`src/rtl/uart_pkg.sv`:
```
// Shared definitions for the UART receive path: FSM states, data-width encoding,
// oversampling phase constants and small bit-level helpers.
package uart_pkg;

   typedef enum logic [2:0] {
      ST_IDLE   = 3'd0,
      ST_START  = 3'd1,
      ST_DATA   = 3'd2,
      ST_PARITY = 3'd3,
      ST_STOP1  = 3'd4,
      ST_STOP2  = 3'd5
   } rxState_t;

   typedef enum logic [1:0] {
      BITS_5 = 2'b00,
      BITS_6 = 2'b01,
      BITS_7 = 2'b10,
      BITS_8 = 2'b11
   } dataBits_t;

   localparam logic [3:0] SAMPLE_A   = 4'd7;
   localparam logic [3:0] SAMPLE_B   = 4'd8;
   localparam logic [3:0] SAMPLE_C   = 4'd9;
   localparam logic [3:0] PHASE_LAST = 4'd15;

   function automatic logic majority3(input logic a, input logic b, input logic c);
      return (a & b) | (a & c) | (b & c);
   endfunction

   // Index of the final data bit: selection + 4, i.e. 4..7.
   function automatic logic [2:0] lastBitIdx(input dataBits_t sel);
      return {1'b1, sel};
   endfunction

endpackage

```
`src/rtl/uart_rx_sampler.sv`:
```
// Front end of the receiver: 2-flop synchronizer, previous-sample tracker for
// start-edge detection, and the 3-sample majority voter around mid-bit.
module uart_rx_sampler
   import uart_pkg::*;
(
   input  logic       clock,
   input  logic       reset,
   input  logic       baudRateX16Tick,
   input  logic       rxd,
   input  logic [3:0] phase,
   output logic       rxdS,
   output logic       prevS,
   output logic       bitDecision
);

   logic rxdMeta_p0;
   logic sampleA;
   logic sampleB;

   // Stage p0 -> rxdS: metastability filter on the asynchronous line
   always_ff @(posedge clock or negedge reset) begin
      if (!reset) begin
         rxdMeta_p0 <= 1'b1;
         rxdS       <= 1'b1;
      end else begin
         rxdMeta_p0 <= rxd;
         rxdS       <= rxdMeta_p0;
      end
   end

   // prevS follows the line on every tick, so a frame that ends with the line
   // held low leaves prevS=0 and a break cannot re-trigger a start.
   always_ff @(posedge clock or negedge reset) begin
      if (!reset) begin
         prevS   <= 1'b1;
         sampleA <= 1'b1;
         sampleB <= 1'b1;
      end else if (baudRateX16Tick) begin
         prevS <= rxdS;
         if (phase == SAMPLE_A) sampleA <= rxdS;
         if (phase == SAMPLE_B) sampleB <= rxdS;
      end
   end

   // The third vote is the live sample on the phase-9 tick.
   assign bitDecision = majority3(sampleA, sampleB, rxdS);

endmodule

```
`src/rtl/uart_receiver.sv`:
```
// UART receive stage: 16x oversampled frame FSM, data/parity capture and a
// one-entry valid/ready holding register with per-character error flags.
module uart_receiver
   import uart_pkg::*;
(
   input  logic       clock,
   input  logic       reset,
   input  logic       baudRateX16Tick,
   input  logic       rxd,
   input  logic [1:0] dataBitsSel,
   input  logic       parityEnable,
   input  logic       parityOdd,
   input  logic       stopBits2,
   input  logic       rxReady,
   output logic [7:0] rxData,
   output logic       rxValid,
   output logic       framingError,
   output logic       parityError,
   output logic       breakDetect,
   output logic       overrun
);

   rxState_t  state;
   logic [3:0] phase;
   logic [2:0] bitIdx;
   dataBits_t frmBits;
   logic      frmParEn;
   logic      frmParOdd;
   logic      frmStop2;

   logic [7:0] dataReg;
   logic       parAcc;
   logic       parBitReg;
   logic       parErrReg;
   logic       stop1Reg;

   logic rxdS;
   logic prevS;
   logic bitDecision;

   logic startEdge;
   logic sampleTick;
   logic bitEndTick;
   logic complete;
   logic firstStop;
   logic newFraming;
   logic newBreak;

   uart_rx_sampler sampler (
      .clock           (clock),
      .reset           (reset),
      .baudRateX16Tick (baudRateX16Tick),
      .rxd             (rxd),
      .phase           (phase),
      .rxdS            (rxdS),
      .prevS           (prevS),
      .bitDecision     (bitDecision)
   );

   assign startEdge  = baudRateX16Tick && (state == ST_IDLE) && prevS && !rxdS;
   assign sampleTick = baudRateX16Tick && (phase == SAMPLE_C);
   assign bitEndTick = baudRateX16Tick && (phase == PHASE_LAST);
   assign complete   = sampleTick &&
                       (((state == ST_STOP1) && !frmStop2) || (state == ST_STOP2));

   assign firstStop  = (state == ST_STOP2) ? stop1Reg : bitDecision;
   assign newFraming = !firstStop || ((state == ST_STOP2) && !bitDecision);
   assign newBreak   = (dataReg == 8'd0) && !(frmParEn && parBitReg) && !firstStop;

   // Frame control: state, bit timing and the per-frame format snapshot
   always_ff @(posedge clock or negedge reset) begin
      if (!reset) begin
         state     <= ST_IDLE;
         phase     <= 4'd0;
         bitIdx    <= 3'd0;
         frmBits   <= BITS_8;
         frmParEn  <= 1'b0;
         frmParOdd <= 1'b0;
         frmStop2  <= 1'b0;
      end else if (baudRateX16Tick) begin
         phase <= phase + 4'd1;
         case (state)
            ST_IDLE: begin
               if (startEdge) begin
                  state     <= ST_START;
                  phase     <= 4'd0;
                  frmBits   <= dataBits_t'(dataBitsSel);
                  frmParEn  <= parityEnable;
                  frmParOdd <= parityOdd;
                  frmStop2  <= stopBits2;
               end
            end
            ST_START: begin
               if (sampleTick && bitDecision) begin
                  state <= ST_IDLE;
               end else if (bitEndTick) begin
                  state  <= ST_DATA;
                  bitIdx <= 3'd0;
               end
            end
            ST_DATA: begin
               if (bitEndTick) begin
                  if (bitIdx == lastBitIdx(frmBits)) begin
                     state <= frmParEn ? ST_PARITY : ST_STOP1;
                  end else begin
                     bitIdx <= bitIdx + 3'd1;
                  end
               end
            end
            ST_PARITY: begin
               if (bitEndTick) state <= ST_STOP1;
            end
            ST_STOP1: begin
               if (sampleTick && !frmStop2) begin
                  state <= ST_IDLE;
               end else if (bitEndTick) begin
                  state <= ST_STOP2;
               end
            end
            ST_STOP2: begin
               if (sampleTick) state <= ST_IDLE;
            end
            default: state <= ST_IDLE;
         endcase
      end
   end

   // Character capture: cleared at each start edge, filled at the phase-9 decisions
   always_ff @(posedge clock) begin
      if (startEdge) begin
         dataReg   <= 8'd0;
         parAcc    <= 1'b0;
         parBitReg <= 1'b0;
         parErrReg <= 1'b0;
         stop1Reg  <= 1'b1;
      end else if (sampleTick) begin
         case (state)
            ST_DATA: begin
               dataReg[bitIdx] <= bitDecision;
               parAcc          <= parAcc ^ bitDecision;
            end
            ST_PARITY: begin
               parBitReg <= bitDecision;
               parErrReg <= bitDecision != (parAcc ^ frmParOdd);
            end
            ST_STOP1: stop1Reg <= bitDecision;
            default: ;
         endcase
      end
   end

   // Holding register: a pop in the completion cycle frees the slot first
   always_ff @(posedge clock or negedge reset) begin
      if (!reset) begin
         rxData       <= 8'd0;
         rxValid      <= 1'b0;
         framingError <= 1'b0;
         parityError  <= 1'b0;
         breakDetect  <= 1'b0;
         overrun      <= 1'b0;
      end else begin
         overrun <= 1'b0;
         if (complete) begin
            if (!rxValid || rxReady) begin
               rxData       <= dataReg;
               rxValid      <= 1'b1;
               framingError <= newFraming;
               parityError  <= parErrReg;
               breakDetect  <= newBreak;
            end else begin
               overrun <= 1'b1;
            end
         end else if (rxValid && rxReady) begin
            rxValid <= 1'b0;
         end
      end
   end

endmodule

```
`config.mk`:
```
export PLATFORM = sky130hd
export DESIGN_NAME = uart_receiver
export DESIGN_NICKNAME = d
export VERILOG_FILES = /design/src/rtl/uart_pkg.sv /design/src/rtl/uart_rx_sampler.sv /design/src/rtl/uart_receiver.sv
export SDC_FILE = /design/constraint.sdc
export NUM_CORES = 1
export LEC_CHECK = 0
export ABC_AREA = 1
export CAP_MARGIN = 20
export CORE_MARGIN = 1
export CORE_UTILIZATION = 24
export CTS_CLUSTER_SIZE = 20
export DETAILED_ROUTE_END_ITERATION = 8
export MAX_ROUTING_LAYER = met4
export SLEW_MARGIN = 25
export SYNTH_ARGS = -nofsm -noshare
export SYNTH_HDL_FRONTEND = slang
export SYNTH_HIERARCHICAL = 1
export SYNTH_SLANG_ARGS = --single-unit
export TNS_END_PERCENT = 50
```
`constraint.sdc`:
```
create_clock -name clock -period 3.7 [get_ports clock]
set_input_delay 0.74 -clock clock [delete_from_list [all_inputs] [get_ports clock]]
set_output_delay 0.74 -clock clock [all_outputs]
set_load 0.02 [all_outputs]
```
==> flow_summary_export.csv, run 1 <==
group,metric,value,unit
placed_design,gp_congestion,0.810,
outcome,status,"finished clean",
global_route,grt_pass1_vias,1787,
worst_setup_path,cp-end-kind,"flip-flop",
floorplanning,fp.dieArea,9970,sq um
synth,synthCells,285,
sta,hold_slack,0.366,ns
global_route,grt_pass1_wl,8350,um
power_and_ir_drop,swShare,39.5,%
floorplanning,die_y,99.9,um
final_layout,finalNetCount,318,
min_path,hold_depth,0,
floorplanning,ios,23,
global_route,grt_max_degree,34,
detailed_routing,num_vias,1852,
clocking,path_clk_slew,0.08,ns
floorplanning,start_util,24.9,%
final_layout,mostFrequentLayoutCells,"nand2_1, inv_1, dfrtp_1, clkdlybuf4s50_1, nand3_1",
detailed_routing,vias_per_cell,4.26,
power_and_ir_drop,powerDensity,648,nW/um^2
detailed_routing,drc_errors,0,
global_route,antenna_found_initial,0,
floorplanning,core_area,9240,sq um
min_path,min_from,"sampler/rxdMeta_p0",
synth,syn-mean-instance-area,8.06,sq um
worst_setup_path,crit_path_max_fanout,14,
floorplanning,die_w,99.9,um
flow_run,cap_violations,0,
sta,finalCritPeriodShare,70.3,%
power_and_ir_drop,ir_worst_vdd,0.375,mV
min_path,hold_path_class,"flip-flop to flip-flop",
synth,yosys_register_bits,45,
clocking,ctsHoldBuffers,0,
detailed_routing,ant_nets,0,
sta,slew_violations,0,
worst_setup_path,worstSetupPathType,"primary input to flip-flop",
power_and_ir_drop,power_switching,699,uW
final_layout,final_util,29.6,%
worst_setup_path,r2r-start,"phase[1]",
power_and_ir_drop,intPower,1.07,mW
final_layout,drive_gt1_share,13.1,%
clocking,cts_root_buffer,"clkbuf_8",
sta,finalHoldViolations,0,
clocking,clk_latency,0.29,ns
clocking,cts_tree,"yes",
min_path,hold_end,"sampler/rxdS",
synth,synthArstFlopShare,73.3,%
synth,syn_nets,298,
worst_setup_path,worstPathRequired,3.87,ns
worst_setup_path,worst_r2r_path_depth,9,
floorplanning,num_rows,35,
clocking,cts_setup_buffers,0,
power_and_ir_drop,p_comb_share,35.6,%
detailed_routing,drtIter0Drc,131,
synth,synth-edff-count,0,
synth,ys.flop_type,"dfrtp_1",
final_layout,areaGrowthSynthToFinish,19.0,%
worst_setup_path,reg2reg_to,"rxData[4]",
power_and_ir_drop,seqPwrFrac,43.4,%
global_route,grt-ovfl-total,0,
sta,timing.fmax,0.385,GHz
worst_setup_path,startpoint_type,"primary input",
global_route,grtUsageTotal,10.9,%
clocking,clock_path_buffers,2,
sta,fin_setup_tns,0,ns
final_layout,layout_commonest_cell,"nand2_1",
power_and_ir_drop,total_leakage_power,1.19,nW
sta,finalSetupViolations,0,
synth,yosysWarnings,6,
detailed_routing,routed_wl,4640,um
sta,slew_headroom,62.1,%
clocking,cts_repair_resize_count,0,
sta,layout_min_cycle_time,2.60,ns
sta,rsz0062_at_grt,"false",
power_and_ir_drop,clockPowerShare,21.0,%
clocking,htree_levels,2,
synth,netlist_area,2300,sq um
synth,ys_seq_area_share,46.8,%
final_layout,n_antenna_cell,0,
clocking,numCtsBuffers,5,
detailed_routing,routedWlPerCell,10.7,um
placed_design,dp_hpwl,3410,um
worst_setup_path,r2r_setup_slack,1.65,ns
placed_design,portBuffers,22,
sta,worst_pin_slew,0.568,ns
clocking,clock-sinks,45,
sta,final.setup_skew,0.00397,ns
detailed_routing,dr.pass1.iters,4,
worst_setup_path,critPathArrivalTime,2.77,ns
synth,synthDistinctLibCells,39,
worst max-delay path, cell delays in order:
cell	delay, ns
clkdlybuf4s50_1	0.69
nand3_1	0.21
nor2_2	0.51
inv_1	0.37
nand2_1	0.17
o22ai_1	0.08
per-layer routing:
metal	wire length [um]	vias to the layer above	share of wire (%)	GRT usage, %
met1	2360	842	51	14.5
met5	0	-	0	-
met4	43	0	0.93	3.17
met3	230	4	5.0	2.65
met2	2000	50	43	16.6
li1	-	956	-	-
power by group through the flow:
stage               Sequential, mW  Clock, mW  Combinational (mW)
finish                       0.769      0.371               0.631
global route                 0.795      0.407               0.727
CTS                          0.769      0.383               0.633
detailed placement           0.778          0               0.631
global placement             0.774          0               0.620
floorplan                    0.745          0               0.495
stage by stage:
stage          setup slack, ns  power (mW)  std cells  cell area [sq um]
2_1_floorplan             1.99        1.24        285               2300
3_3_place_gp             0.768        1.39        427               2620
3_5_place_dp             0.726        1.41        427               2620
4_1_cts                   1.05        1.79        435               2740
5_1_grt                  0.833        1.93        435               2740
6_report                  1.10        1.77        435               2740
synthesized netlist by cell type (4+ instances only):
| cell | count | share of area (%) |
|---|---|---|
| nand2_1 | 86 | 14 |
| inv_1 | 29 | 4.7 |
| dfrtp_1 | 26 | 28 |
| nand3_1 | 21 | 4.6 |
| nor2_1 | 20 | 3.3 |
| dfxtp_1 | 12 | 10 |
| o21ai_0 | 11 | 2.4 |
| o21ai_2 | 9 | 3.4 |
| a21oi_1 | 7 | 1.5 |
| dfstp_2 | 7 | 8.0 |
| nand4_1 | 7 | 1.9 |
| nor2_4 | 4 | 2.0 |
kinds of logic (layout without fill, tap and decap cells):
family                     Yosys count  after routing  share of synthesized area, %
buffers and inverters               42             63                          8.00
AOI/OAI and AO/OA                   34             34                          9.47
xor gates and xnor gates             4              4                          1.52
and+or+nand+nor                    155            155                          31.6
adders and majority gates            4              4                          2.12
muxes                                1              1                         0.490
DFF                                 45             45                          46.8
sequential cells by signal, indices dropped and copies added (netlist names), 2 cells and up:
name and count:
phase 4, state 3, rxData 8, dataReg 8, frmBits 2, bitIdx 3
area by class of cell:
cell class	count	area, sq um
Fill cell	986	6500
Timing Repair Buffer	23	228
Inverter	32	120
Clock inverter	2	38.8
Sequential cell	45	1070
Tap cell	129	161
Multi-Input combinational cell	198	1040
Clock buffer	6	72.6
worst max-delay path by stage:
stage                     end  slack (ns)             from
floorplan           rxData[0]        1.99  baudRateX16Tick
global placement     phase[1]        0.77  baudRateX16Tick
detailed placement   phase[1]        0.73  baudRateX16Tick
CTS                  phase[1]        1.05  baudRateX16Tick
global route         phase[1]        0.83  baudRateX16Tick
finish               phase[1]        1.10  baudRateX16Tick
No activity file was read; power rests on OpenSTA's default activity.
==> inputs of run 2 (changes only) <==
clock period = 2.2 ns   (was 3.7 ns; I/O delays follow)
==> flow_summary_export.csv, run 2 (synthesis gave the netlist of run 1 again) <==
group,metric,value,unit
sta,slew_headroom,71.8,%
worst_setup_path,r2r_setup_slack,0.37,ns
worst_setup_path,worstPathRequired,2.39,ns
min_path,min_from,"sampler/rxdMeta_p0",
sta,worst_pin_slew,0.422,ns
sta,finalSetupViolations,0,
global_route,grtUsageTotal,10.5,%
floorplanning,core_area,9240,sq um
worst_setup_path,worstSetupPathType,"flip-flop to flip-flop",
final_layout,finalNetCount,321,
min_path,hold_path_class,"flip-flop to flip-flop",
final_layout,final_util,29.8,%
detailed_routing,dr.pass1.iters,4,
final_layout,layout_commonest_cell,"nand2_1",
detailed_routing,drc_errors,0,
floorplanning,ios,23,
outcome,status,"finished clean",
final_layout,n_antenna_cell,0,
sta,rsz0062_at_grt,"false",
worst_setup_path,critPathArrivalTime,2.02,ns
sta,finalCritPeriodShare,83.2,%
clocking,clk_latency,0.30,ns
clocking,cts_root_buffer,"clkbuf_8",
sta,layout_min_cycle_time,1.83,ns
power_and_ir_drop,total_leakage_power,1.21,nW
final_layout,mostFrequentLayoutCells,"nand2_1, inv_1, dfrtp_1, clkdlybuf4s50_1, nand3_1",
sta,fin_setup_tns,0,ns
final_layout,areaGrowthSynthToFinish,20.0,%
sta,finalHoldViolations,0,
worst_setup_path,reg2reg_to,"rxData[3]",
worst_setup_path,path_cells,"inv_1 -> ha_1 -> inv_1 -> nor2_1 -> nand2_2 -> inv_2 -> nand3_2 -> buf_4 -> nand2_1 -> o21ai_2",
final_layout,reg_top3,"dataReg (8), rxData (8), phase (4)",
global_route,grt-ovfl-total,0,
detailed_routing,vias_per_cell,4.20,
floorplanning,die_y,99.9,um
detailed_routing,ant_nets,0,
global_route,grt_pass1_vias,1797,
clocking,cts_repair_resize_count,0,
flow_run,cap_violations,0,
global_route,antenna_found_initial,0,
sta,slew_violations,0,
worst_setup_path,crit_slowest_cell,"dfrtp_1",
clocking,htree_levels,2,
sta,final.setup_skew,0.0105,ns
worst_setup_path,startpoint_type,"flip-flop",
clocking,cts_tree,"yes",
floorplanning,num_rows,35,
min_path,hold_depth,0,
clocking,path_clk_slew,0.09,ns
placed_design,dp_hpwl,3390,um
detailed_routing,routedWlPerCell,10.4,um
power_and_ir_drop,powerDensity,1080,nW/um^2
worst_setup_path,crit_path_max_fanout,21,
power_and_ir_drop,ir_worst_vdd,0.545,mV
sta,timing.fmax,0.546,GHz
clocking,numCtsBuffers,5,
worst_setup_path,crit_path_max_incr_delay,0.44,ns
clocking,cts_setup_buffers,0,
clocking,clock_path_buffers,2,
detailed_routing,drtIter0Drc,94,
clocking,ctsHoldBuffers,0,
detailed_routing,routed_wl,4560,um
worst_setup_path,cp-end-kind,"flip-flop",
placed_design,portBuffers,22,
floorplanning,die_w,99.9,um
detailed_routing,num_vias,1838,
global_route,grt_pass1_wl,8140,um
placed_design,gp_congestion,0.840,
floorplanning,fp.dieArea,9970,sq um
final_layout,drive_gt1_share,13.9,%
floorplanning,start_util,24.9,%
worst_setup_path,r2r-start,"phase[1]",
worst_setup_path,worst_r2r_path_depth,10,
min_path,hold_end,"sampler/rxdS",
worst_setup_path,crit_top_cell,"inv_1",
global_route,grt_max_degree,34,
clocking,clock-sinks,45,
## run 2: layer usage
metal,part of all wire [%],vias up,track usage [%]
met1,53,829,14.1
met5,0,-,-
met2,42,38,15.7
met4,1.0,0,2.71
li1,-,967,-
met3,4.6,4,2.65
## run 2: area by class of cell
class | instances | area (sq um)
tap | 129 | 161
clock inverter | 2 | 38.8
timing repair buffer | 26 | 250
inverter | 32 | 120
multi-input combinational | 198 | 1040
fill | 985 | 6480
sequential | 45 | 1070
clock buffer | 6 | 72.6
## run 2: report_power, final
part | switching [mW] | leakage, nW | total, mW | internal, mW
logic | 0.659 | 0.636 | 1.06 | 0.397
registers | 0.223 | 0.517 | 1.29 | 1.07
clock network | 0.282 | 0.0554 | 0.623 | 0.341
## run 2: critical path, delay by kind of cell, from the launching register on
kind | cells | cell delay (ns)
AND/OR/NAND/NOR | 4 | 0.56
buffers and inverters | 4 | 0.52
flip-flops | 1 | 0.44
adder cells (fa/ha/maj) | 1 | 0.15
AO/OA/AOI/OAI | 1 | 0.05
## run 2: through the flow
stage                     cells  hold WS, ns  total power, mW  setup slack [ns]  instance area [sq um]
after CTS                   438        0.363             3.00             0.397                   2760
final                       438        0.362             2.97             0.370                   2760
after global routing        438        0.372             3.23             0.249                   2760
after global placement      430        0.347             2.35             0.261                   2650
after detailed placement    430        0.351             2.37             0.248                   2650
after floorplan             285        0.144             2.09             0.661                   2300
## run 2: worst max path at each step
stage	startpoint	end	slack [ns]	depth (start not counted)
final	phase[1]	rxData[3]	0.37	10
after global routing	phase[1]	parityError	0.25	11
after CTS	phase[1]	rxData[3]	0.40	10
after detailed placement	baudRateX16Tick	breakDetect	0.25	9
after global placement	baudRateX16Tick	phase[1]	0.26	7
after floorplan	phase[1]	rxData[0]	0.66	10
